<file path="src/rtl/poly_drv_pkg.sv">
// Shared types and defaults for the polynomial-evaluator load sequencer.
package poly_drv_pkg;

  typedef enum logic [2:0] {
    IDLE,
    SETUP,
    PRESS,
    RELEASE,
    WAIT_RESULT,
    RESPOND
  } state_t;

  typedef logic [1:0] op_idx_t;

  localparam op_idx_t OP_A = 2'd0;
  localparam op_idx_t OP_B = 2'd1;
  localparam op_idx_t OP_C = 2'd2;
  localparam op_idx_t OP_X = 2'd3;

  localparam int DEF_WIDTH      = 8;
  localparam int DEF_GO_CYCLES  = 2;
  localparam int DEF_GAP_CYCLES = 1;
  localparam int DEF_TIMEOUT    = 16;

endpackage

</file>
<file path="src/rtl/go_strobe_gen.sv">
// One operand load: 1 setup cycle, GO_CYCLES with go high, GAP_CYCLES low; done on last gap cycle.
// A start on the done cycle chains straight into the next setup with no idle bubble.
module go_strobe_gen
  import poly_drv_pkg::*;
#(
  parameter int WIDTH      = DEF_WIDTH,
  parameter int GO_CYCLES  = DEF_GO_CYCLES,
  parameter int GAP_CYCLES = DEF_GAP_CYCLES
) (
  input  logic             core_clk,
  input  logic             arst_n,
  input  logic             start,
  input  logic [WIDTH-1:0] data,
  output logic             go,
  output logic [WIDTH-1:0] load_data,
  output logic             done,
  output state_t           phase_next
);

  localparam int CNT_MAX = (GO_CYCLES > GAP_CYCLES) ? GO_CYCLES : GAP_CYCLES;
  localparam int CNT_W   = $clog2(CNT_MAX + 1);

  state_t           phase;
  state_t           phase_n;
  logic [CNT_W-1:0] cnt;
  logic [CNT_W-1:0] cnt_n;
  logic             press_last;
  logic             gap_last;

  assign press_last = (cnt == CNT_W'(GO_CYCLES - 1));
  assign gap_last   = (cnt == CNT_W'(GAP_CYCLES - 1));
  assign done       = (phase == RELEASE) && gap_last;
  assign phase_next = phase_n;

  always_comb begin
    phase_n = phase;
    cnt_n   = cnt;
    case (phase)
      SETUP: begin
        phase_n = PRESS;
        cnt_n   = '0;
      end
      PRESS: begin
        if (press_last) begin
          phase_n = RELEASE;
          cnt_n   = '0;
        end else begin
          cnt_n = cnt + 1'b1;
        end
      end
      RELEASE: begin
        if (gap_last) phase_n = IDLE;
        else          cnt_n   = cnt + 1'b1;
      end
      default: phase_n = IDLE;
    endcase
    if (start && ((phase == IDLE) || done)) phase_n = SETUP;
  end

  // load_data only changes on entry to SETUP, so it is stable across the whole press/release window
  always_ff @(posedge core_clk or negedge arst_n) begin
    if (!arst_n) begin
      phase     <= IDLE;
      cnt       <= '0;
      go        <= 1'b0;
      load_data <= '0;
    end else begin
      phase <= phase_n;
      cnt   <= cnt_n;
      go    <= (phase_n == PRESS);
      if (phase_n == SETUP) load_data <= data;
    end
  end

endmodule

</file>
<file path="src/rtl/poly_eval_driver.sv">
// Loads A,B,C,X into the evaluator with Go strobes, waits for ResultValid (or TIMEOUT) and returns it.
// One request in flight; req_ready only in IDLE; the response is held until rsp_ready.
module poly_eval_driver
  import poly_drv_pkg::*;
#(
  parameter int WIDTH      = DEF_WIDTH,
  parameter int GO_CYCLES  = DEF_GO_CYCLES,
  parameter int GAP_CYCLES = DEF_GAP_CYCLES,
  parameter int TIMEOUT    = DEF_TIMEOUT
) (
  input  logic             Clock,
  input  logic             Resetn,
  input  logic             req_valid,
  output logic             req_ready,
  input  logic [WIDTH-1:0] req_a,
  input  logic [WIDTH-1:0] req_b,
  input  logic [WIDTH-1:0] req_c,
  input  logic [WIDTH-1:0] req_x,
  output logic             rsp_valid,
  input  logic             rsp_ready,
  output logic [WIDTH-1:0] rsp_data,
  output logic             rsp_timeout,
  output logic             busy,
  output logic             Go,
  output logic [WIDTH-1:0] DataIn,
  input  logic             ResultValid,
  input  logic [WIDTH-1:0] DataResult
);

  localparam int TW = $clog2(TIMEOUT);

  state_t                state;
  state_t                state_n;
  logic [3:0][WIDTH-1:0] ops;
  logic [3:0][WIDTH-1:0] ops_n;
  op_idx_t               idx;
  op_idx_t               idx_nxt;
  op_idx_t               sel;
  logic [TW-1:0]         tcnt;
  logic                  req_fire;
  logic                  strobe_start;
  logic                  strobe_done;
  logic [WIDTH-1:0]      strobe_data;
  state_t                strobe_phase_n;
  logic                  load_last;
  logic                  expired;

  assign req_ready    = (state == IDLE);
  assign busy         = (state != IDLE);
  assign req_fire     = req_valid && req_ready;
  assign idx_nxt      = idx + 2'd1;
  assign load_last    = strobe_done && (idx == OP_X);
  assign strobe_start = req_fire || (strobe_done && (idx != OP_X));
  assign ops_n        = req_fire ? {req_x, req_c, req_b, req_a} : ops;
  assign sel          = req_fire ? OP_A : idx_nxt;
  assign strobe_data  = ops_n[sel];
  assign expired      = (tcnt == TW'(TIMEOUT - 1));

  go_strobe_gen #(
    .WIDTH     (WIDTH),
    .GO_CYCLES (GO_CYCLES),
    .GAP_CYCLES(GAP_CYCLES)
  ) u_strobe (
    .core_clk  (Clock),
    .arst_n    (Resetn),
    .start     (strobe_start),
    .data      (strobe_data),
    .go        (Go),
    .load_data (DataIn),
    .done      (strobe_done),
    .phase_next(strobe_phase_n)
  );

  // During the load the top state tracks the strobe generator's phase one-for-one
  always_comb begin
    state_n = state;
    case (state)
      IDLE:                  if (req_fire) state_n = SETUP;
      SETUP, PRESS, RELEASE: state_n = load_last ? WAIT_RESULT : strobe_phase_n;
      WAIT_RESULT:           if (ResultValid || expired) state_n = RESPOND;
      RESPOND:               if (rsp_ready) state_n = IDLE;
      default:               state_n = IDLE;
    endcase
  end

  always_ff @(posedge Clock or negedge Resetn) begin
    if (!Resetn) begin
      state       <= IDLE;
      ops         <= '0;
      idx         <= OP_A;
      tcnt        <= '0;
      rsp_valid   <= 1'b0;
      rsp_data    <= '0;
      rsp_timeout <= 1'b0;
    end else begin
      state <= state_n;
      ops   <= ops_n;
      if (req_fire)                           idx <= OP_A;
      else if (strobe_done && (idx != OP_X))  idx <= idx_nxt;
      if (load_last)                  tcnt <= '0;
      else if (state == WAIT_RESULT)  tcnt <= tcnt + 1'b1;
      // A result arriving on the expiry cycle takes priority over the timeout
      if ((state == WAIT_RESULT) && (ResultValid || expired)) begin
        rsp_valid   <= 1'b1;
        rsp_data    <= ResultValid ? DataResult : '0;
        rsp_timeout <= !ResultValid;
      end else if ((state == RESPOND) && rsp_ready) begin
        rsp_valid <= 1'b0;
      end
    end
  end

endmodule

</file>
<file path="config.mk">
export PLATFORM = sky130hd
export DESIGN_NAME = poly_eval_driver
export DESIGN_NICKNAME = d
export VERILOG_FILES = /design/src/rtl/poly_drv_pkg.sv /design/src/rtl/go_strobe_gen.sv /design/src/rtl/poly_eval_driver.sv
export SDC_FILE = /design/constraint.sdc
export NUM_CORES = 1
export LEC_CHECK = 0
export BUFFER_PORTS_ARGS = -buffer_cell sky130_fd_sc_hd__buf_2
export CAP_MARGIN = 0
export CORE_MARGIN = 2
export CORE_UTILIZATION = 30
export CTS_CLUSTER_SIZE = 40
export DETAILED_ROUTE_END_ITERATION = 16
export GPL_ROUTABILITY_DRIVEN = 0
export PLACE_DENSITY_LB_ADDON = 0.25
export SYNTH_ARGS = -nofsm -noshare
export SYNTH_HDL_FRONTEND = slang
export SYNTH_SLANG_ARGS = --single-unit
</file>
<file path="constraint.sdc">
create_clock -name Clock -period 5.6 [get_ports Clock]
set_input_delay 0.56 -clock Clock [delete_from_list [all_inputs] [get_ports Clock]]
set_output_delay 0.56 -clock Clock [all_outputs]
set_load 0.05 [all_outputs]
</file>
### Yosys cells after proc, flatten, opt, wreduce, memory -nomap -nowiden

Cells that the tools add are included.

* word-level logic and storage cells: 81
* output and inout port bits: 21
* input port bits: 45
* register bits after elaboration: 65

* multiplexer cells: 23
* equality and inequality tests: 18
* magnitude comparators: 1
* add/sub/neg operators: 3
* reduce and logical (&&, ||, !) cells: 22

Operators with widths (number)
* $mux 32: 1
* $mux 3: 7
* $bmux 8 s2: 1
* $mux 8: 2
* $eq 3x2->1 const B: 5
* $pmux 3 s4: 1
* $mux 2: 5
* $eq 3x1->1 const B: 3
* $pmux 3 s3: 1
* $mux 4: 2
* $ne 2x2->1 const B: 4
* $logic_and 1x1->1: 7
* $eq 3x3->1 const B: 2
* $logic_not 3->1: 2
* $pmux 2 s3: 1
* $reduce_bool 2->1: 3
* $reduce_bool 3->1: 2
* $add 2x1->2 const B: 2
* $add 4x1->4 const B: 1
* $eq 4x4->1 const B: 1
* $logic_or 1x1->1: 3
* $lt 2x3->1 const B: 1
* $reduce_and 3->1: 1
* $reduce_or 3->1: 1
* 7 further kinds: 8

### Longest topological paths before layout

* depth in word-level cells: 8
* mapped depth: 6
* mapped depth without buffers: 6

### Cells and area by module

A second synthesis with hierarchy kept.

* cells, all modules: 294
* area total of the unflattened synthesis: 3027.9 um2

Modules (own cells, without submodules)
* poly_eval_driver: seq. area each 1276.2 um2, instances 1, cells each 242, area an instance 2364.8 um2
* go_strobe_gen: seq. area each 350.3 um2, instances 1, cells each 52, area an instance 663.1 um2

### Worst setup path before layout

No wires, ideal clock.

* kind: reg2out
* from: register state[0]
* to: output port busy
* path buffers: 1
* cell stages (with the launch flop): 4
* slack: 2828 ps
* arrival time: 2212 ps
* required time: 5040 ps
* cell sequence: dfrtp_1 -> buf_4 -> nor3_1 -> inv_1

* cells in the longest elaborated chain, start to end: 1

Ends and longest elaborated chain
* start, declared: line poly_eval_driver.sv:32 `state_t state;`
* start signal, assigned: line poly_eval_driver.sv:96 `state <= state_n;`
* $reduce_bool 3->1: line poly_eval_driver.sv:49 `assign busy = (state != IDLE);`
* end, declared: line poly_eval_driver.sv:23 `output logic busy,`

No other way between the ends.

### Final worst setup path

* from: register idx[0]
* to: register u_strobe.load_data[3]

* cells in the longest elaborated chain, start to end: 6
* elaborated cells between the ends (all ways): 10
* those cells by class: add/sub (1); eq/ne (2); mux (4); reduce/logical (3)

Ends and longest elaborated chain
* start, declared: line poly_eval_driver.sv:36 `op_idx_t idx;`
* start signal, assigned: line poly_eval_driver.sv:99 `else if (strobe_done && (idx != OP_X)) idx <= idx_nxt;`
* parallel branches: the longest is 6 deep, another holds $add 2x1->2
* end signal, assigned: line go_strobe_gen.sv:71 `if (phase_n == SETUP) load_data <= data;`
* end, declared: line go_strobe_gen.sv:15 `output logic [WIDTH-1:0] load_data,`

Several ways; the timed one is not identified. The select of a mux whose other input is x is not followed.
A chain may end at the register's enable or synchronous reset.

==> insert_results.sql <==
INSERT INTO impl_metrics (metric_group, metric, value, unit) VALUES
('floorplan', 'dieArea', '10900', 'um2'),
('worst_setup_path', 'startpoint_type', 'register', ''),
('grt', 'groute.usage.overall', '0.123', ''),
('clock_network', 'post_cts_buffers', '0', ''),
('detailed_routing', 'dr.first_iter.drc_count', '58', ''),
('sta', 'postLayoutSetupSlackWorst', '3.31', 'ns'),
('sta', 'slew-limit-headroom', '0.430', ''),
('clock_network', 'ctsResizeCount', '0', ''),
('synth', 'synth_async_reset_ratio', '1.00', ''),
('grt', 'grt_first_pass_wirelength', '10.6', 'mm'),
('clock_network', 'cts_tree', 'done', ''),
('hold_path', 'worstHoldPathType', 'in2async', ''),
('sta', 'highest_clock_rate', '0.437', 'GHz'),
('floorplan', 'design.portCount', '66', ''),
('floorplan', 'placement_rows', '36', ''),
('sta', 'fin_skew', '0.00784', 'ns'),
('clock_network', 'clock_tree.buffer_depth', '2', ''),
('sta', 'post-route-min-period', '2.29', 'ns'),
('sta', 'final-max-slew-violation-count', '0', ''),
('finish', 'syn_to_final_growth', '20.7', '%'),
('power_and_ir_drop', 'total_power', '1.72', 'mW'),
('synth', 'synth.distinct_cells', '41', ''),
('sta', 'timing.final.setup_violations', '0', ''),
('floorplan', 'floorplan.die.width', '104', 'um'),
('worst_setup_path', 'critical_path.endpoint_type', 'register', ''),
('placed_design', 'hpwlAfterDp', '4.19', 'mm'),
('finish', 'layout.cell_area.non_filler', '3650', 'um2'),
('power_and_ir_drop', 'power_density_of_the_placed_cells', '472', 'nW/um2'),
('synth', 'synth_enable_flop_cells', '0', ''),
('grt', 'grt_max_degree', '66', ''),
('clock_network', 'cts_hold_buf', '0', ''),
('power_and_ir_drop', 'vdd_ir_drop_max', '0.225', 'mV'),
('power_and_ir_drop', 'leakagePower', '1.62', 'nW'),
('grt', 'gr-total-overflow', '0', ''),
('finish', 'layout-drive-gt1-share', '0.467', ''),
('detailed_routing', 'via_per_inst', '4.71', ''),
('synth', 'seq_area_frac_synth', '0.538', ''),
('run', 'cap_violations', '0', ''),
('clock_network', 'root_buffer', 'sky130_fd_sc_hd__clkbuf_8', ''),
('synth', 'syn-num-nets', '271', ''),
('grt', 'first_global_vias', '2041', ''),
('floorplan', 'start_util', '0.309', ''),
('run_status', 'outcome', 'finished clean', ''),
('finish', 'antenna_cells', '0', ''),
('clock_network', 'cts_clock_pin_slew_for_the_worst_setup_and_hold_paths', '0.07', 'ns'),
('synth', 'number_of_flip_flops_and_latches_in_the_synthesized_netlist', '65', ''),
('placed_design', 'port_buffers', '65', ''),
('finish', 'layout.nets', '336', ''),
('clock_network', 'clock_tree.htree_level_count', '3', ''),
('detailed_routing', 'avgRoutedWirePerCell', '14.8', 'um'),
('synth', 'synthesized_cell_area', '3020', 'um2'),
('sta', 'min_period_over_period', '0.409', ''),
('clock_network', 'clkLatencyLatePin', '0.34', 'ns'),
('grt', 'antenna_found_initial', '0', ''),
('detailed_routing', 'post-route-drc-count', '0', ''),
('placed_design', 'placed_cell_area', '3440', 'um2'),
('sta', 'final_hold_viol_count', '0', ''),
('detailed_routing', 'antenna_violating_nets_post_route', '0', ''),
('synth', 'dominantRegCellSynth', 'sky130_fd_sc_hd__dfrtp_1', ''),
('sta', 'setup-tns-final', '0', 'ns'),
('placed_design', 'post-place-ws', '3.26', 'ns'),
('floorplan', 'core_region_area', '9770', 'um2'),
('sta', 'tightest_slew', '0.856', 'ns'),
('worst_setup_path', 'cp_data_arrival_time', '2.52', 'ns'),
('worst_setup_path', 'path_max_fanout', '10', ''),
('worst_setup_path', 'critical_path_required', '5.83', 'ns'),
('detailed_routing', 'detail_route.wirelength', '6.26', 'mm'),
('clock_network', 'inserted_clock_buffers', '9', ''),
('synth', 'postSynthAreaPerCell', '13.7', 'um2'),
('detailed_routing', 'detail_route.first_pass.iterations', '4', ''),
('clock_network', 'cts.sink_count', '65', ''),
('worst_setup_path', 'criticalPathCategory', 'reg2reg', ''),
('floorplan', 'die_y', '104', 'um'),
('detailed_routing', 'via_count', '1997', ''),
('synth', 'number_of_cells_produced_by_synthesis', '221', ''),
('sta', 'rsz_0062_raised_after_global_routing', 'false', ''),
('synth', 'ys_warn_count', '0', '');
final cells by class:
| cell class | count | area, um2 |
|---|---|---|
| multi-input combinational | 137 | 1280 |
| sequential | 65 | 1630 |
| clock buffer | 14 | 173 |
| tap | 133 | 166 |
| timing repair buffer | 67 | 340 |
| fill | 988 | 6130 |
| clock inverter | 2 | 35.0 |
| inverter | 6 | 22.5 |
power breakdown:
| group | total [mW] | switching (mW) | internal (mW) |
|---|---|---|---|
| Combinational | 0.562 | 0.297 | 0.265 |
| Clock | 0.418 | 0.176 | 0.242 |
| Sequential | 0.742 | 0.112 | 0.630 |
critical path: stages (launching register included):
cell                      delay [ns]
sky130_fd_sc_hd__dfrtp_1        0.56
sky130_fd_sc_hd__ha_1           0.71
sky130_fd_sc_hd__mux4_2         0.57
sky130_fd_sc_hd__or2b_1         0.23
sky130_fd_sc_hd__o221a_2        0.11
cells in the mapped netlist (3+ instances only):
cell,n,share of area
sky130_fd_sc_hd__a21oi_1,7,0.012
sky130_fd_sc_hd__a22o_1,9,0.026
sky130_fd_sc_hd__buf_2,6,0.0099
sky130_fd_sc_hd__buf_4,5,0.012
sky130_fd_sc_hd__dfrtp_1,65,0.54
sky130_fd_sc_hd__ha_1,5,0.021
sky130_fd_sc_hd__inv_1,6,0.0074
sky130_fd_sc_hd__mux2_2,33,0.12
sky130_fd_sc_hd__mux2i_1,4,0.013
sky130_fd_sc_hd__mux4_2,8,0.060
sky130_fd_sc_hd__nand2_1,8,0.0099
sky130_fd_sc_hd__nand2b_1,5,0.010
sky130_fd_sc_hd__nor2_1,17,0.021
sky130_fd_sc_hd__o21ai_0,3,0.0050
sky130_fd_sc_hd__o221a_2,6,0.022
sky130_fd_sc_hd__or2b_1,4,0.0099
stage by stage:
| step | utilization | hold slack [ns] | cells |
|---|---|---|---|
| 6_report | 0.373 | 0.382 | 424 |
| 5_1_grt | 0.373 | 0.412 | 424 |
| 4_1_cts | 0.373 | 0.415 | 424 |
| 3_5_place_dp | 0.352 | 0.488 | 408 |
| 3_3_place_gp | 0.352 | 0.473 | 408 |
| 2_1_floorplan | - | 0.264 | 221 |
flip-flops by register name (all words and copies together), names as in the netlist:
register	cells
ops	32
rsp_data	8
u_strobe.load_data	8
tcnt	4
state	3
u_strobe.phase	3
idx	2
u_strobe.cnt	2
rsp_timeout	1
rsp_valid	1
u_strobe.go	1
path summary, 6_finish.rpt:
| path | from | endpoint | slack (ns) | cells past startpoint |
|---|---|---|---|---|
| max in group asynchronous | Resetn | u_strobe.load_data[5] | 4.62 | 2 |
| worst min-delay path | Resetn | ops[26] | 0.38 | 2 |
| worst max-delay path | idx[0] | u_strobe.load_data[3] | 3.31 | 4 |
| worst max register to register | idx[0] | u_strobe.load_data[3] | 3.31 | 4 |
| worst min register to register | rsp_data[6] | rsp_data[6] | 0.50 | 1 |
| min in group Clock | DataResult[4] | rsp_data[4] | 0.43 | 2 |
layout by cell type (no fill, tap or decap), drive strengths merged, types with 2 or more instances in the layout:
| cell | Yosys | layout |
|---|---|---|
| a21oi | 7 | 7 |
| a22o | 9 | 9 |
| buf | 13 | 67 |
| clkbuf | 0 | 14 |
| dfrtp | 65 | 65 |
| ha | 5 | 5 |
| inv | 6 | 6 |
| mux2 | 33 | 33 |
| mux2i | 4 | 4 |
| mux4 | 8 | 8 |
| nand2 | 8 | 8 |
| nand2b | 5 | 5 |
| nor2 | 17 | 17 |
| nor2b | 2 | 2 |
| nor3 | 2 | 2 |
| o21ai | 4 | 4 |
| o221a | 8 | 8 |
| or2b | 4 | 4 |
| xnor2 | 2 | 2 |
| xor2 | 2 | 2 |
cell families (layout without fill, tap and decap cells):
family,Yosys count,in the layout,share of synthesized area
other,1,1,0.00124
AOI/OAI and AO/OA,35,35,0.101
DFF,65,65,0.538
muxes,45,45,0.196
buffers and inverters,19,89,0.0373
and+or+nand+nor,47,47,0.0944
adders and majority gates,5,5,0.0207
xor gates and xnor gates,4,4,0.0116
metal layers:
metal,vias to the layer above,share of wire,GRT usage
met3,5,0.055,0.0520
li1,938,-,-
met2,56,0.45,0.176
met5,-,0,0
met4,0,0.0048,0.0290
met1,998,0.49,0.174
(Power assumes the default switching activity.)
